<file path="src/rtl/umi_sim_pkg.sv">
// Shared definitions for the UMI simulation-side packet plumbing.
// Pointer helpers take zero-extended pointers so any sim FIFO can reuse them.
package umi_sim_pkg;

  localparam int UMI_UW = 256;

  typedef logic [UMI_UW-1:0] umi_packet_t;

  // Pointers carry one wrap bit above the index bits (width aw+1).
  function automatic logic ptr_is_full(input logic [31:0] wr, input logic [31:0] rd, input int aw);
    logic [31:0] mask;
    mask = (32'd1 << (aw + 1)) - 32'd1;
    return ((wr ^ rd) & mask) == (32'd1 << aw);
  endfunction

  function automatic logic ptr_is_empty(input logic [31:0] wr, input logic [31:0] rd, input int aw);
    logic [31:0] mask;
    mask = (32'd1 << (aw + 1)) - 32'd1;
    return ((wr ^ rd) & mask) == 32'd0;
  endfunction

endpackage

</file>
<file path="src/rtl/umi_pkt_fifo_mem.sv">
// Packet storage: DEPTH x UW register array, one write port, asynchronous read.
// Contents are deliberately not reset; validity is tracked by the pointers.
module umi_pkt_fifo_mem #(
  parameter int UW    = 256,
  parameter int DEPTH = 4,
  parameter int AW    = 2
) (
  input  logic          clk,
  input  logic          wr_en_i,
  input  logic [AW-1:0] wr_addr_i,
  input  logic [UW-1:0] wr_data_i,
  input  logic [AW-1:0] rd_addr_i,
  output logic [UW-1:0] rd_data_o
);

  logic [UW-1:0] mem_q [DEPTH];

  always_ff @(posedge clk) begin
    if (wr_en_i) begin
      mem_q[wr_addr_i] <= wr_data_i;
    end
  end

  assign rd_data_o = mem_q[rd_addr_i];

endmodule

</file>
<file path="src/rtl/umi_pkt_fifo.sv">
// Elastic first-word-fall-through UMI packet buffer with occupancy count and
// a clearable high-water mark. Ready depends only on registered state and rst.
module umi_pkt_fifo
  import umi_sim_pkg::*;
#(
  parameter int UW    = UMI_UW,
  parameter int DEPTH = 4,
  localparam int AW   = $clog2(DEPTH)
) (
  input  logic          clk,
  input  logic          rst,
  input  logic          umi_in_valid,
  input  logic [UW-1:0] umi_in_packet,
  output logic          umi_in_ready,
  output logic          umi_out_valid,
  output logic [UW-1:0] umi_out_packet,
  input  logic          umi_out_ready,
  output logic [AW:0]   count,
  output logic [AW:0]   hwm,
  input  logic          hwm_clear
);

  localparam logic [AW:0] ONE = (AW+1)'(1);

  logic [AW:0] wr_ptr_q, wr_ptr_d;
  logic [AW:0] rd_ptr_q, rd_ptr_d;
  logic [AW:0] count_q, count_d;
  logic [AW:0] hwm_q, hwm_d;
  logic        full, empty, push, pop;

  assign full  = ptr_is_full(32'(wr_ptr_q), 32'(rd_ptr_q), AW);
  assign empty = ptr_is_empty(32'(wr_ptr_q), 32'(rd_ptr_q), AW);

  // A full FIFO refuses input even if the head is popped this same cycle.
  assign umi_in_ready  = !full && !rst;
  assign umi_out_valid = !empty;
  assign push          = umi_in_valid && umi_in_ready;
  assign pop           = umi_out_valid && umi_out_ready;

  umi_pkt_fifo_mem #(
    .UW    (UW),
    .DEPTH (DEPTH),
    .AW    (AW)
  ) u_mem (
    .clk       (clk),
    .wr_en_i   (push),
    .wr_addr_i (wr_ptr_q[AW-1:0]),
    .wr_data_i (umi_in_packet),
    .rd_addr_i (rd_ptr_q[AW-1:0]),
    .rd_data_o (umi_out_packet)
  );

  always_comb begin
    wr_ptr_d = wr_ptr_q;
    rd_ptr_d = rd_ptr_q;
    count_d  = count_q;
    hwm_d    = hwm_q;
    if (push) begin
      wr_ptr_d = wr_ptr_q + ONE;
    end
    if (pop) begin
      rd_ptr_d = rd_ptr_q + ONE;
    end
    case ({push, pop})
      2'b10:   count_d = count_q + ONE;
      2'b01:   count_d = count_q - ONE;
      default: count_d = count_q;
    endcase
    // A clear restarts tracking from the post-update occupancy, not from zero.
    if (hwm_clear) begin
      hwm_d = count_d;
    end else if (count_d > hwm_q) begin
      hwm_d = count_d;
    end
  end

  always_ff @(posedge clk) begin
    if (rst) begin
      wr_ptr_q <= '0;
      rd_ptr_q <= '0;
      count_q  <= '0;
      hwm_q    <= '0;
    end else begin
      wr_ptr_q <= wr_ptr_d;
      rd_ptr_q <= rd_ptr_d;
      count_q  <= count_d;
      hwm_q    <= hwm_d;
    end
  end

  assign count = count_q;
  assign hwm   = hwm_q;

endmodule

</file>
<file path="config.mk">
export PLATFORM = sky130hd
export DESIGN_NAME = umi_pkt_fifo
export DESIGN_NICKNAME = d
export VERILOG_FILES = /design/src/rtl/umi_sim_pkg.sv /design/src/rtl/umi_pkt_fifo_mem.sv /design/src/rtl/umi_pkt_fifo.sv
export SDC_FILE = /design/constraint.sdc
export NUM_CORES = 1
export LEC_CHECK = 0
export BUFFER_PORTS_ARGS = -buffer_cell sky130_fd_sc_hd__buf_2
export CAP_MARGIN = 20
export CELL_PAD_IN_SITES_DETAIL_PLACEMENT = 1
export CELL_PAD_IN_SITES_GLOBAL_PLACEMENT = 2
export CORE_MARGIN = 2
export CORE_UTILIZATION = 40
export CTS_CLUSTER_SIZE = 40
export DETAILED_ROUTE_END_ITERATION = 16
export GPL_TIMING_DRIVEN = 0
export PLACE_DENSITY = 0.73
export SLEW_MARGIN = 25
export SYNTH_ARGS = -nofsm -noshare
export SYNTH_HDL_FRONTEND = slang
export SYNTH_SLANG_ARGS = --single-unit
</file>
<file path="constraint.sdc">
create_clock -name clk -period 11.8 [get_ports clk]
set_input_delay 1.77 -clock clk [delete_from_list [all_inputs] [get_ports clk]]
set_output_delay 1.77 -clock clk [all_outputs]
set_load 0.02 [all_outputs]
</file>
==> results.json <==
{
  "period_share": 0.3979,
  "vias_per_cell": 5.097,
  "synth_edf_count": 1024,
  "nNetsFinal": 2351,
  "grt.total_usage": 0.1778,
  "synth.distinct_cells": 32,
  "slowest_stage": "clkbuf_1",
  "synthCells": 1421,
  "end_kind": "primary output",
  "cts_resized": 0,
  "status": "completed",
  "cp_cell_sequence": "clkbuf_1 -> buf_2 -> mux4_2 -> buf_2",
  "detail_route.wl_per_cell_um": 24.99,
  "routed_wl_mm": 85.68,
  "skew_ns": 0.02418,
  "htree_levels": 3,
  "maxSlewViolCount": 0,
  "antenna_found_initial": 28,
  "p_total_w": 0.009034,
  "layout_common_cells": "1024 x edfxtp_1, 550 x buf_2, 256 x mux4_2",
  "port_buffers": 524,
  "slew-limit-headroom": 0.3785,
  "yosys-top-cells-area": "edfxtp_1 81%, mux4_2 15%, buf_6 0.80%",
  "synthArstFlopShare": 0,
  "synth_top_area_share": 0.8141,
  "cp.buffers_inverters": 3,
  "num-fill-cells": 8440,
  "remaining_drc_errors": 0,
  "cts_tree": "built",
  "dpl_cell_area_mm2": 0.04262,
  "cap_violations": 0,
  "core-area_mm2": 0.09347,
  "numCtsBuffers": 106,
  "io_pins": 525,
  "peakVddDrop_uv": 142.0,
  "post_cts_buffers": 0,
  "gp_congestion": 0.7313,
  "cts.sinks": 1038,
  "syn-num-nets": 1692,
  "cp.required_ns": 10.03,
  "cpPeakStageDelay_ns": 0.74,
  "drt_first_pass_iters": 5,
  "rsz0062_at_grt": "false",
  "final_cell_area_mm2": 0.04598,
  "synth_top_cell_by_area": "edfxtp_1",
  "fin_crit_ns": 4.696,
  "grt-ovfl-total": 0,
  "synth-seq-cells": 1038,
  "max_freq_mhz": 213.0,
  "ys_warn_count": 0,
  "grt_pass1_wl_mm": 128.1,
  "clk_latency_ns": 0.68,
  "power_leakage_nw": 15.30,
  "grt_start_max_net_pins": 44,
  "die_y_um": 311.3,
  "drt_iter0_markers": 1256,
  "crit_fanout": 10,
  "dr_total_vias": 17480,
  "post_synth_instance_area_mm2": 0.03777,
  "crit_arrival_ns": 2.93,
  "dp_hpwl_mm": 57.49,
  "startpoint_type": "flip-flop",
  "initial_utilization": 0.4041,
  "cp_top_family": "buffers and inverters",
  "drive_gt1_frac": 0.4679,
  "cpMostUsedCell": "buf_2",
  "postRouteAntennaNets": 0,
  "postCtsHoldBufs": 0,
  "cts_root_buffer": "clkbuf_16",
  "clockBufferDepth": 3,
  "power.density_mw_per_mm2": 196.5,
  "layout_commonest_cell": "edfxtp_1",
  "grt_pass1_vias": 19190,
  "worst-setup-path-type": "flip-flop to primary output",
  "rows": 112,
  "avgSynthCellArea_um2": 26.58,
  "fp.dieW_um": 311.3,
  "area_growth_pct": 21.74,
  "final-setup-viol-count": 0,
  "hold_viol_final": 0,
  "dieArea_mm2": 0.09690,
  "worst_slew_pin_slew_ns": 0.9322,
  "hold_class": "flip-flop to flip-flop",
  "yosysSeqAreaShare": 0.8215,
  "clk_pin_slew_ns": 0.06,
  "synth-main-ff-cell": "edfxtp_1"
}
## final cells by class
cell class	instances	area (um2)	area share
flip-flops and latches	1038	31030	0.6748
multi-input cells	318	6271	0.1364
repair buffers	551	3268	0.07107
clock buffers	134	2800	0.06090
well taps	1254	1569	0.03412
clock inverters	59	538.0	0.01170
plain buffers	58	454.2	0.009878
inverters	7	26.28	0.0005714
diodes	10	25.02	0.0005442
## state kept, by name, indices dropped and copies added, names as in the netlist, named ones only
signal and count:
wr_ptr_q 3, count 3, rd_ptr_q 3, hwm 3, u_mem.mem_q 1024
## cell families after synthesis
family                     count (synthesis)  share of synthesized area
DFF                                     1038                     0.8215
muxes                                    259                     0.1535
buffers and inverters                     65                    0.01269
and+or+nand+nor                           27                   0.003809
AOI/OAI and AO/OA                         11                   0.002219
xor gates and xnor gates                  11                   0.002750
adders and majority gates                 10                   0.003512
## worst register-to-register path, stage by stage (launching register included)
cell and delay, ns:
dfxtp_1 0.42, xor2_1 0.45, nor3_1 0.14, nor3b_2 0.36
inv_1 0.08, ha_1 0.25, fa_1 0.39, xnor2_1 0.16
nor2_1 0.07, xnor2_1 0.29, inv_1 0.08, ha_1 0.30
or2_2 0.32, a21o_1 0.19, a21oi_1 0.17, a311oi_1 0.07
## through the flow
| step | setup TNS [ns] | hold WS, ns | utilization | instances | setup WS (ns) |
|---|---|---|---|---|---|
| after CTS | 0 | 0.5142 | 0.4917 | 3419 | 6.895 |
| after detailed placement | 0 | 0.5031 | 0.4560 | 3226 | 6.992 |
| after global placement | -2090.34 | 0.4916 | 0.4489 | 3199 | -2.094 |
| after floorplan | 0 | 0.5377 | - | 1421 | 3.282 |
| final | 0 | 0.5096 | 0.4919 | 3429 | 7.105 |
| after global routing | 0 | 0.5457 | 0.4918 | 3423 | 6.920 |
## layer usage
| metal | track usage | routed length [um] | vias up |
|---|---|---|---|
| li1 | - | - | 7515 |
| met5 | 0 | 246 | - |
| met2 | 0.2976 | 43660 | 537 |
| met3 | 0.06262 | 6740 | 182 |
| met4 | 0.05687 | 2338 | 40 |
| met1 | 0.2158 | 32690 | 9203 |
## Yosys cell counts, types with 3 or more instances
cell type,instances
nor3_1,3
inv_1,7
nor2_1,11
buf_2,26
mux4_2,256
ha_1,9
xnor2_1,4
and2_1,4
a21oi_1,4
clkbuf_1,4
buf_6,27
xor2_1,6
dfxtp_1,14
edfxtp_1,1024
## power breakdown
group	internal (W)	switching, W	total (W)	leakage, nW
combinational	0.000675	0.000929	0.00160	4.25
clock	0.00189	0.00134	0.00322	1.63
sequential	0.00417	0.0000311	0.00421	9.42
## final timing paths
path / slack (ns) / startpoint / to / cells after the start
worst min register to register: 0.51 / hwm[0] / hwm[0] / 2
worst max-delay path: 7.10 / flip-flop / umi_out_packet[124] / 4
worst max register to register: 7.92 / wr_ptr_q[0] / hwm[2] / 15
worst min-delay path: 0.51 / hwm[0] / hwm[0] / 2
Note: power is estimated with default switching activity, not from simulation.
